--- src/rtl/div_seq_ctrl.sv ---
// ---------------------------------------------------------------------------
// div_seq_ctrl
//   Multi-cycle control wrapper around an external combinational array
//   divider (DIV32). A request is converted to operand magnitudes, which are
//   driven to the divider and held stable for SETTLE_CYCLES cycles so the
//   divider can be constrained as a multicycle path. The divider outputs are
//   then sign-corrected and loaded into the LO (quotient) and HI (remainder)
//   registers.
//
//   Optional feature macro: DIV_EARLY_OUT_EN
//     When defined, a request with a non-zero divisor whose dividend
//     magnitude is below the divisor magnitude skips the settle wait and
//     completes with LO = 0, HI = dividend (latency 2).
//
// Parameters
//   WIDTH          operand/result width (must match the divider)
//   SETTLE_CYCLES  cycles the divider inputs are held before capture (>= 1)
//
// Ports
//   iClk      clock, rising edge
//   inRst     synchronous reset, active low
//   iStart    request strobe, sampled only while idle
//   iSigned   1 = two's-complement divide, 0 = unsigned
//   iA, iB    dividend, divisor
//   oBusy     high whenever an operation is in flight
//   oDone     one-cycle pulse, oLO/oHI/oDivZero valid
//   oLO, oHI  quotient / remainder registers
//   oDivZero  last operation had a zero divisor
//   oDivQ     dividend magnitude to the divider
//   oDivD     divisor magnitude to the divider
//   iDivQ     quotient magnitude from the divider
//   iDivR     remainder magnitude from the divider
// ---------------------------------------------------------------------------
module div_seq_ctrl #(
  parameter int WIDTH         = 32,
  parameter int SETTLE_CYCLES = 4
) (
  input  logic             iClk,
  input  logic             inRst,
  input  logic             iStart,
  input  logic             iSigned,
  input  logic [WIDTH-1:0] iA,
  input  logic [WIDTH-1:0] iB,
  output logic             oBusy,
  output logic             oDone,
  output logic [WIDTH-1:0] oLO,
  output logic [WIDTH-1:0] oHI,
  output logic             oDivZero,
  output logic [WIDTH-1:0] oDivQ,
  output logic [WIDTH-1:0] oDivD,
  input  logic [WIDTH-1:0] iDivQ,
  input  logic [WIDTH-1:0] iDivR
);

  localparam int CNT_W = (SETTLE_CYCLES > 1) ? $clog2(SETTLE_CYCLES) : 1;
  localparam logic [CNT_W-1:0] CNT_LOAD = CNT_W'(SETTLE_CYCLES - 1);

  typedef enum logic [1:0] {
    S_IDLE,
    S_WAIT,
    S_FIX,
    S_DONE
  } state_e;

  state_e           state_q, state_d;
  logic [CNT_W-1:0] cnt_q, cnt_d;
  logic             sa_q, sa_d;
  logic             sb_q, sb_d;
  logic             zero_q, zero_d;
  logic [WIDTH-1:0] a_q, a_d;
  logic [WIDTH-1:0] lo_q, lo_d;
  logic [WIDTH-1:0] hi_q, hi_d;
  logic             dz_q, dz_d;
  logic [WIDTH-1:0] divq_q, divq_d;
  logic [WIDTH-1:0] divd_q, divd_d;
`ifdef DIV_EARLY_OUT_EN
  logic             early_q, early_d;
`endif

  // Operand signs and magnitudes of the incoming request. Negation wraps at
  // WIDTH bits, so the most negative value maps onto its own bit pattern,
  // which is the correct unsigned magnitude.
  logic             sa_in, sb_in;
  logic [WIDTH-1:0] mag_a, mag_b;

  assign sa_in = iSigned & iA[WIDTH-1];
  assign sb_in = iSigned & iB[WIDTH-1];
  assign mag_a = sa_in ? -iA : iA;
  assign mag_b = sb_in ? -iB : iB;

  always_comb begin
    // NOTE: every signal assigned below gets a default first so no path
    // through the case leaves it unassigned, which would infer a latch.
    state_d = state_q;
    cnt_d   = cnt_q;
    sa_d    = sa_q;
    sb_d    = sb_q;
    zero_d  = zero_q;
    a_d     = a_q;
    lo_d    = lo_q;
    hi_d    = hi_q;
    dz_d    = dz_q;
    divq_d  = divq_q;
    divd_d  = divd_q;
`ifdef DIV_EARLY_OUT_EN
    early_d = early_q;
`endif
    oBusy   = (state_q != S_IDLE);
    oDone   = 1'b0;

    case (state_q)
      S_IDLE: begin
        if (iStart) begin
          sa_d   = sa_in;
          sb_d   = sb_in;
          a_d    = iA;
          divq_d = mag_a;
          divd_d = mag_b;
          zero_d = (iB == '0);
          cnt_d  = CNT_LOAD;
`ifdef DIV_EARLY_OUT_EN
          early_d = (iB != '0) && (mag_a < mag_b);
          if ((iB == '0) || (mag_a < mag_b)) begin
            state_d = S_FIX;
          end else begin
            state_d = S_WAIT;
          end
`else
          if (iB == '0) begin
            state_d = S_FIX;
          end else begin
            state_d = S_WAIT;
          end
`endif
        end
      end

      S_WAIT: begin
        if (cnt_q == '0) begin
          state_d = S_FIX;
        end else begin
          cnt_d = cnt_q - 1'b1;
        end
      end

      S_FIX: begin
        state_d = S_DONE;
        if (zero_q) begin
          // Divide-by-zero: divider outputs are meaningless and ignored.
          lo_d = '1;
          hi_d = a_q;
          dz_d = 1'b1;
`ifdef DIV_EARLY_OUT_EN
        end else if (early_q) begin
          lo_d = '0;
          hi_d = a_q;
          dz_d = 1'b0;
`endif
        end else begin
          // Quotient is negative when operand signs differ; remainder follows
          // the dividend so that results truncate toward zero.
          lo_d = (sa_q ^ sb_q) ? -iDivQ : iDivQ;
          hi_d = sa_q ? -iDivR : iDivR;
          dz_d = 1'b0;
        end
      end

      S_DONE: begin
        oDone   = 1'b1;
        state_d = S_IDLE;
      end

      default: state_d = S_IDLE;
    endcase
  end

  // NOTE: state is updated only with non-blocking assignments so every
  // register samples the pre-edge values; reset is synchronous, checked
  // inside the clocked block.
  always_ff @(posedge iClk) begin
    if (!inRst) begin
      state_q <= S_IDLE;
      cnt_q   <= '0;
      sa_q    <= 1'b0;
      sb_q    <= 1'b0;
      zero_q  <= 1'b0;
      a_q     <= '0;
      lo_q    <= '0;
      hi_q    <= '0;
      dz_q    <= 1'b0;
      divq_q  <= '0;
      divd_q  <= '0;
`ifdef DIV_EARLY_OUT_EN
      early_q <= 1'b0;
`endif
    end else begin
      state_q <= state_d;
      cnt_q   <= cnt_d;
      sa_q    <= sa_d;
      sb_q    <= sb_d;
      zero_q  <= zero_d;
      a_q     <= a_d;
      lo_q    <= lo_d;
      hi_q    <= hi_d;
      dz_q    <= dz_d;
      divq_q  <= divq_d;
      divd_q  <= divd_d;
`ifdef DIV_EARLY_OUT_EN
      early_q <= early_d;
`endif
    end
  end

  assign oLO      = lo_q;
  assign oHI      = hi_q;
  assign oDivZero = dz_q;
  assign oDivQ    = divq_q;
  assign oDivD    = divd_q;

endmodule

--- config.mk ---
export PLATFORM = sky130hd
export DESIGN_NAME = div_seq_ctrl
export DESIGN_NICKNAME = d
export VERILOG_FILES = /design/src/rtl/div_seq_ctrl.sv
export SDC_FILE = /design/constraint.sdc
export NUM_CORES = 1
export LEC_CHECK = 0
export CORE_ASPECT_RATIO = 0.5
export CORE_MARGIN = 10
export CORE_UTILIZATION = 30
export CTS_BUF_LIST = sky130_fd_sc_hd__clkbuf_2
export DETAILED_ROUTE_END_ITERATION = 7
export PLACE_DENSITY = 0.59
export SLEW_MARGIN = 25
export SYNTH_ARGS = -nofsm -noshare
export SYNTH_HDL_FRONTEND = slang
export SYNTH_SLANG_ARGS = --single-unit
--- constraint.sdc ---
create_clock -name iClk -period 4.95 [get_ports iClk]
set_input_delay 0.99 -clock iClk [delete_from_list [all_inputs] [get_ports iClk]]
set_output_delay 0.99 -clock iClk [all_outputs]
set_load 0.05 [all_outputs]
==> results of run 1 <==
-- cells by family (layout without fill, tap and decap cells) --
kind of cell               Yosys count  in the layout  synth area share (%)
DFF                                167            167                  36.2
other                                0              4                     0
and+or+nand+nor                    382            382                  21.3
AOI/OAI and AO/OA                  369            369                  25.8
muxes                               14             14                  1.54
xor gates and xnor gates            97             97                  9.19
adders and majority gates           10             10                  1.35
buffers and inverters              109            337                  4.64
-- stage by stage --
stage,util (%),hold slack (ns),area (um^2),power (mW)
5_1_grt,41.0,0.461,12400,6.02
3_3_place_gp,40.1,0.441,12200,4.85
6_report,41.0,0.465,12400,5.70
2_1_floorplan,-,0.436,9240,3.79
4_1_cts,41.0,0.470,12400,5.74
3_5_place_dp,40.1,0.444,12200,4.88
-- final cells by class --
cell class,instances,area [um^2]
repair buffers,277,2730
flip-flops and latches,167,3340
clock inverters,14,188
diodes,4,10.0
fillers,3043,17900
clock buffers,18,90.1
well taps,399,499
multi-input cells,872,5480
inverters,28,105
-- worst paths after layout --
kind / start / end / slack (ns) / depth (start not counted)
setup / recovery: state_q[0] / oBusy / 1.38 / 4
hold / removal: oDivD[31] / oDivD[31] / 0.47 / 2
setup reg to reg: state_q[0] / oDivD[25] / 2.30 / 6
hold reg to reg: oDivD[31] / oDivD[31] / 0.47 / 2
-- flip-flops by register name, indices dropped and copies added (netlist names) --
register / cells
oDivQ: 31
a_q: 32
oLO: 32
cnt_q: 2
zero_q: 1
oHI: 32
oDivD: 32
sb_q: 1
sa_q: 1
oDivZero: 1
state_q: 2
-- worst reg2reg max path: cells and delay by family (launching register included) --
| family | cells | cell delay [ns] |
|---|---|---|
| flip-flops | 1 | 0.41 |
| AND/OR/NAND/NOR | 4 | 1.82 |
| buffers and inverters | 1 | 0.11 |
| adder cells (fa/ha/maj) | 1 | 0.27 |
-- per-layer routing --
layer / share of wire [%] / GRT usage (%) / routed length, um / up-vias
met3: 3.4 / 2.73 / 1250 / 29
met5: 0 / 0 / 0 / -
li1: - / - / - / 4633
met1: 45 / 23.7 / 16600 / 4695
met4: 1.8 / 6.12 / 675 / 0
met2: 50 / 32.1 / 18500 / 193
-- placed cells by master (no fill, tap or decap), drive strengths merged, types with 6 or more instances in the layout --
master,synthesis,final
a211oi,21,21
a21oi,98,98
a22o,9,9
a22oi,7,7
a311oi,6,6
a31oi,26,26
a41oi,12,12
and3,9,9
buf,12,16
clkbuf,69,18
clkdlybuf4s50,0,261
dfxtp,167,167
ha,10,10
inv,27,33
mux2i,12,12
nand2,127,127
nand3,22,22
nand4,8,8
nor2,84,84
nor2b,7,7
nor3,33,33
nor4,15,15
o211ai,7,7
o21ai,108,108
o31ai,23,23
o41ai,17,17
or2,9,9
or3,20,20
or4,18,18
xnor2,55,55
xor2,42,42
-- where the power goes --
part,internal [mW],switching (mW)
Clock,0.262,0.593
Combinational,0.970,1.97
Sequential,1.69,0.216
Total,2.92,2.78
==> impl_metrics.yaml, run 1 <==
synthesis:
  async_flop_share_pct: 0
  seq_area_frac_synth_pct: 36.2
  synth-main-ff-cell: "dfxtp_1"
  yosys.area.top_type: "dfxtp_1"
  synthCells: 1148
  synth_top_area_share_pct: 36.2
  synth_most_common_cell: "dfxtp_1"
  synthTopCellsByArea: "dfxtp_1 (36%), a21oi_1 (5.3%), xnor2_1 (5.2%)"
  netlist_area_um2: 9240
  synth-edff-count: 0
  synth_seq_cells: 167
  syn_area_per_cell_um2: 8.05
  yosysWarnings: 0
  synth_cell_types: 73
  synth_nets: 1290
  yosys-top-cells-count: "dfxtp_1 (167), nand2_1 (127), a21oi_1 (98)"
setup_path:
  cp.arrival_ns: 2.58
  cp.required_ns: 3.96
  critPathSlowestCell: "clkdlybuf4s50_1"
  crit_chain: "inv_1 -> ha_1 -> inv_1 -> clkdlybuf4s50_1"
  cpLargestDelayFamily: "buffers and inverters"
  cp_common_cell: "inv_1"
  worst-path-buf-inv: 3
  crit_fanout: 5
  critPathLaunchType: "register"
  cpPeakStageDelay_ns: 0.81
  critPathKind: "register to output port"
  end_kind: "output port"
timing:
  finClkSkew_ns: 0.0464
  tightestPinTransition_ns: 0.906
  rsz0062_at_grt: "no"
  tns_ns: 0
  drv_slew: 0
  fmax_mhz: 280
  hold_viol: 0
  timing.final.ws_setup_ns: 1.38
  finalCriticalPeriod_ns: 3.57
  period_share_pct: 72.2
  setup_viol: 0
  max_slew_margin_pct: 39.1
detailed_routing:
  ant_nets: 0
  drc: 0
  routedWlPerCell_um: 20.8
  viasPerCell: 5.37
  totalWireLength_mm: 37.0
  drtPass1Iterations: 5
  num_vias: 9550
  first_iter_violations: 747
floorplan:
  floorplan.initialDensity_pct: 30.5
  pin_count: 263
  core_um2: 30300
  die-area_um2: 38700
  die_h_um: 144
  die_w_um: 268
  std_cell_rows: 45
worst_hold_path:
  min_path_type: "register to register"
place:
  hpwlAfterDp_mm: 28.2
  io_buffer_count: 262
  gp_congestion: 0.895
  place_ws_ns: 1.25
  placedCellCount: 1743
global_routing:
  grt_usage_pct: 18.7
  grt_pass1_vias: 9124
  grt_max_degree: 69
  grt_overflow: 0
  antenna_found_initial: 4
  grt_pass1_wl_mm: 56.0
clock_network:
  ctsHoldBuffers: 0
  clk_pin_slew_ns: 0.28
  clock_path_buffers: 2
  ctsResizeCount: 0
  cts_tree: "done"
  htreeDepth: 4
  clock_sinks: 167
  numCtsBuffers: 17
  cts_setup_buffers: 0
  clk_latency_ns: 0.85
  cts-root-buf: "clkbuf_2"
status:
  outcome: "finished, final reports clean"
cells_and_area:
  nets: 1505
  final_cells: 1779
  syn_to_final_growth_pct: 34.7
  drive_gt1_share_pct: 6.32
power_and_ir_drop:
  power_density_nw_per_um2: 458
  irDropWorstVdd_v: 0.000196
  p_leak_nw: 4.23
run:
  drv_cap: 0
(Power assumes the default switching activity.)
==> run 2, diff against run 1 <==
--- a/config.mk
+++ b/config.mk
@@ -10,7 +10,7 @@
 export CORE_UTILIZATION = 30
 export CTS_BUF_LIST = sky130_fd_sc_hd__clkbuf_2
 export DETAILED_ROUTE_END_ITERATION = 7
-export PLACE_DENSITY = 0.59
+export PLACE_DENSITY = 0.61
 export SLEW_MARGIN = 25
 export SYNTH_ARGS = -nofsm -noshare
 export SYNTH_HDL_FRONTEND = slang
==> constraint.sdc (replaced) <==
create_clock -name iClk -period 2.9 [get_ports iClk]
set_input_delay 0.58 -clock iClk [delete_from_list [all_inputs] [get_ports iClk]]
set_output_delay 0.58 -clock iClk [all_outputs]
set_load 0.05 [all_outputs]
==> impl_metrics.yaml, run 2 (synthesized netlist as in run 1, its figures left out) <==
place:
  placed_area_um2: 13000
  place_ws_ns: -0.0816
  io_buffer_count: 262
  gp_congestion: 0.936
  placedCellCount: 1851
  hpwlAfterDp_mm: 29.2
worst_hold_path:
  whs_endpoint: "oDivD[12]"
  min_path_cells: 3
  min_path_type: "input pin to register"
  min_from: "inRst"
clock_network:
  cts-root-buf: "clkbuf_2"
  clock_path_buffers: 2
  clk_pin_slew_ns: 0.31
  cts_tree: "done"
  cts_setup_buffers: 0
  clk_latency_ns: 0.83
  clock_sinks: 167
  htreeDepth: 4
  numCtsBuffers: 17
  ctsResizeCount: 4
  ctsHoldBuffers: 0
global_routing:
  grt_overflow: 0
  grt_max_degree: 59
  grt_pass1_wl_mm: 57.3
  grt_usage_pct: 18.9
  grt_pass1_vias: 9762
  antenna_found_initial: 5
floorplan:
  die_w_um: 268
  std_cell_rows: 45
  die_h_um: 144
  floorplan.initialDensity_pct: 30.5
  die-area_um2: 38700
  core_um2: 30300
  pin_count: 263
timing:
  setup_viol: 0
  tightestPinTransition_ns: 0.666
  tns_ns: 0
  max_slew_margin_pct: 55.5
  timing.final.ws_setup_ns: 0.159
  period_share_pct: 94.5
  fmax_mhz: 365
  drv_slew: 0
  finalCriticalPeriod_ns: 2.74
  hold_viol: 0
  finClkSkew_ns: 0.0509
run:
  drv_cap: 0
setup_path:
  r2r_start: "state_q[0]"
  cpLargestDelayFamily: "buffers and inverters"
  crit_fanout: 2
  r2r-end: "oDivD[25]"
  crit_chain: "clkdlybuf4s50_1"
  critPathKind: "register to output port"
  cp.required_ns: 2.32
  cp.arrival_ns: 2.16
  worst_r2r_path_depth: 6
  worst-path-buf-inv: 1
  critPathSlowestCell: "clkdlybuf4s50_1"
  end_kind: "output port"
  r2r_slack_ns: 0.86
  critPathLaunchType: "register"
  cpPeakStageDelay_ns: 0.84
cells_and_area:
  num-fill-cells: 3016
  fin_area_um2: 13200
  most-common-layout-cells: "clkdlybuf4s50_1 (259), dfxtp_1 (167), nand2_1 (126)"
  nets: 1613
  final_cells: 1888
  mostFrequentLayoutCell: "clkdlybuf4s50_1"
  syn_to_final_growth_pct: 42.9
  drive_gt1_share_pct: 13.2
power_and_ir_drop:
  total_power_mw: 9.65
  power_density_nw_per_um2: 730
  p_leak_nw: 4.73
  irDropWorstVdd_v: 0.000325
status:
  outcome: "finished, final reports clean"
detailed_routing:
  num_vias: 10000
  routedWlPerCell_um: 19.8
  drc: 0
  drtPass1Iterations: 8
  first_iter_violations: 820
  ant_nets: 0
  totalWireLength_mm: 37.3
  viasPerCell: 5.32
## run 2: cell count changes in the layout (fill, tap and decap cells not counted)
cell             change
clkinv_2             +2
clkdlybuf4s15_2      +1
clkdlybuf4s50_1      -2
inv_8                -2
bufinv_16            -2
clkinv_4             +2
buf_4              +108
clkinvlp_4           -1
clkinv_8             +1
diode_2              +1
dlygate4sd2_1        +1
## run 2: per-stage QoR
| stage | utilization (%) | hold WS (ns) |
|---|---|---|
| after floorplan | - | 0.436 |
| after global placement | 42.7 | 0.443 |
| after detailed placement | 42.7 | 0.446 |
| after CTS | 43.5 | 0.107 |
| after global routing | 43.5 | 0.122 |
| final | 43.5 | 0.222 |
## run 2: layout make-up
class                      instances  area, um^2  area share (%)
antenna                            5        12.5          0.0947
clock buffer                      18        90.1           0.682
clock inverter                    14         141            1.07
inverter                          28         105           0.795
multi-input combinational        872        5480            41.5
sequential                       167        3340            25.3
tap                              399         499            3.78
timing repair buffer             385        3540            26.8
## run 2: worst max-delay path by stage
| stage | from | end | slack, ns | cells past startpoint |
|---|---|---|---|---|
| global route | oDivD[0] | oDivD[0] | -0.004 | 1 |
| global placement | iDivR[1] | oHI[28] | -0.03 | 8 |
| floorplan | iDivR[0] | oHI[28] | 0.41 | 8 |
| detailed placement | iDivR[0] | oHI[28] | -0.08 | 8 |
| finish | oDivD[0] | oDivD[0] | 0.16 | 1 |
| CTS | oDivD[0] | oDivD[0] | 0.04 | 1 |
## run 2: worst min-delay path, stage by stage
cell and delay [ns]:
buf_2 0.27, o21ai_0 0.15, a21oi_1 0.05
## run 2: power breakdown
part / internal, mW / leakage, nW / switching [mW] / total [mW]
Clock: 0.271 / 0.141 / 0.989 / 1.26
Sequential: 2.88 / 1.37 / 0.384 / 3.26
Combinational: 1.75 / 3.22 / 3.37 / 5.12
## run 2: layer usage
layer  share of wire [%]  global-route usage [%]
met1                  42                    23.0
met2                  50                    32.6
met3                 5.0                    3.31
met4                 3.0                    7.54
met5                   0                       0
==> run 3, diff against run 2 <==
==> constraint.sdc (replaced) <==
create_clock -name iClk -period 2.5 [get_ports iClk]
set_input_delay 0.5 -clock iClk [delete_from_list [all_inputs] [get_ports iClk]]
set_output_delay 0.5 -clock iClk [all_outputs]
set_load 0.05 [all_outputs]
==> impl_metrics.yaml, run 3 (synthesized netlist as in run 1, its figures left out) <==
setup_path:
  critPathKind: "register to output port"
  critPathSlowestCell: "dlygate4sd2_1"
  crit_fanout: 2
  cp.required_ns: 2.00
  crit_chain: "dlygate4sd2_1"
  critPathLaunchType: "register"
  cp.arrival_ns: 1.85
  cpPeakStageDelay_ns: 0.61
  cpLargestDelayFamily: "buffers and inverters"
  end_kind: "output port"
  worst-path-buf-inv: 1
  r2r_slack_ns: 0.56
global_routing:
  grtUsageMet3_pct: 3.07
  grt_usage_pct: 19.3
  grt_pass1_vias: 9824
  grt_pass1_wl_mm: 58.5
  use_met2_pct: 33.8
  grt_overflow: 0
  grt_max_degree: 42
  top_usage_layer: "met2"
  antenna_found_initial: 1
  grt.met1_usage_pct: 24.3
clock_network:
  clock_sinks: 167
  cts_tree: "done"
  ctsHoldBuffers: 0
  htreeDepth: 4
  clk_pin_slew_ns: 0.26
  cts-root-buf: "clkbuf_2"
  clk_latency_ns: 0.82
  clock_path_buffers: 2
  numCtsBuffers: 17
place:
  io_buffer_count: 262
  hpwlAfterDp_mm: 30.7
  place_ws_ns: -0.389
  placedCellCount: 1923
  placed_area_um2: 13500
  gp_congestion: 0.967
timing:
  period_share_pct: 94.2
  setup_viol: 0
  whs_ns: 0.101
  timing.final.ws_setup_ns: 0.145
  finalCriticalPeriod_ns: 2.35
  tns_ns: 0
  finClkSkew_ns: 0.0562
  fmax_mhz: 425
  drv_slew: 0
  rsz0062_at_grt: "no"
  hold_viol: 0
  tightestPinTransition_ns: 0.610
  max_slew_margin_pct: 59.5
floorplan:
  pin_count: 263
  die-area_um2: 38700
  core_um2: 30300
  die_w_um: 268
  floorplan.initialDensity_pct: 30.5
  std_cell_rows: 45
  die_h_um: 144
power_and_ir_drop:
  p_leak_nw: 5.58
  power_density_nw_per_um2: 799
  total_power_mw: 10.8
  irDropWorstVdd_v: 0.000344
worst_hold_path:
  min_path_type: "input pin to register"
detailed_routing:
  num_vias: 10300
  drc: 0
  totalWireLength_mm: 38.6
  viasPerCell: 5.27
  ant_nets: 0
  drtPass1Iterations: 6
  routedWlPerCell_um: 19.7
  first_iter_violations: 785
cells_and_area:
  nets: 1685
  final_cells: 1954
  final_core_util_pct: 44.7
  syn_to_final_growth_pct: 46.6
  fin_area_um2: 13600
  mostFrequentLayoutCell: "buf_4"
  most-common-layout-cells: "buf_4 (195), dfxtp_1 (165), clkdlybuf4s50_1 (130)"
  drive_gt1_share_pct: 17.5
run:
  drv_cap: 0
status:
  outcome: "finished, final reports clean"
## run 3: cell count changes in the layout (fill, tap and decap cells not counted), sizes merged
cell | previous run | this run
buf | 124 | 197
clkinvlp | 1 | 2
diode | 5 | 1
clkinv | 10 | 7
clkdlybuf4s50 | 259 | 130
clkbuf | 18 | 21
dlygate4sd2 | 1 | 126
## run 3: what timing repair did
action                                  CTS  global route
endpoints found under the setup margin  131             5
resized for setup                       134             7
gates cloned                              0             0
buffers inserted                          0             0
## run 3: metal layers
layer / routed length (um) / vias up
met4: 638 / 0
met3: 1780 / 37
met5: 0 / -
met2: 19300 / 290
met1: 16900 / 4973
li1: - / 5001
## run 3: layout make-up
class | instances | area, um^2
Antenna cell | 1 | 2.50
Timing Repair Buffer | 457 | 3920
Inverter | 28 | 105
Multi-Input combinational cell | 872 | 5490
Tap cell | 399 | 499
Fill cell | 3037 | 16800
Clock inverter | 12 | 98.8
Sequential cell | 167 | 3350
Clock buffer | 18 | 90.1
## run 3: report_power, final
| part | switching [mW] | internal, mW |
|---|---|---|
| Sequential | 0.448 | 3.34 |
| Clock | 1.06 | 0.272 |
| Combinational | 3.94 | 1.76 |
## run 3: final timing paths
check                                 from  cells past startpoint   endpoint
worst min register to register   oDivD[31]                      2  oDivD[31]
worst max register to register  state_q[1]                      8  oDivD[25]
worst max-delay path               oHI[22]                      1    oHI[22]
worst min-delay path                 inRst                      3  oDivD[28]
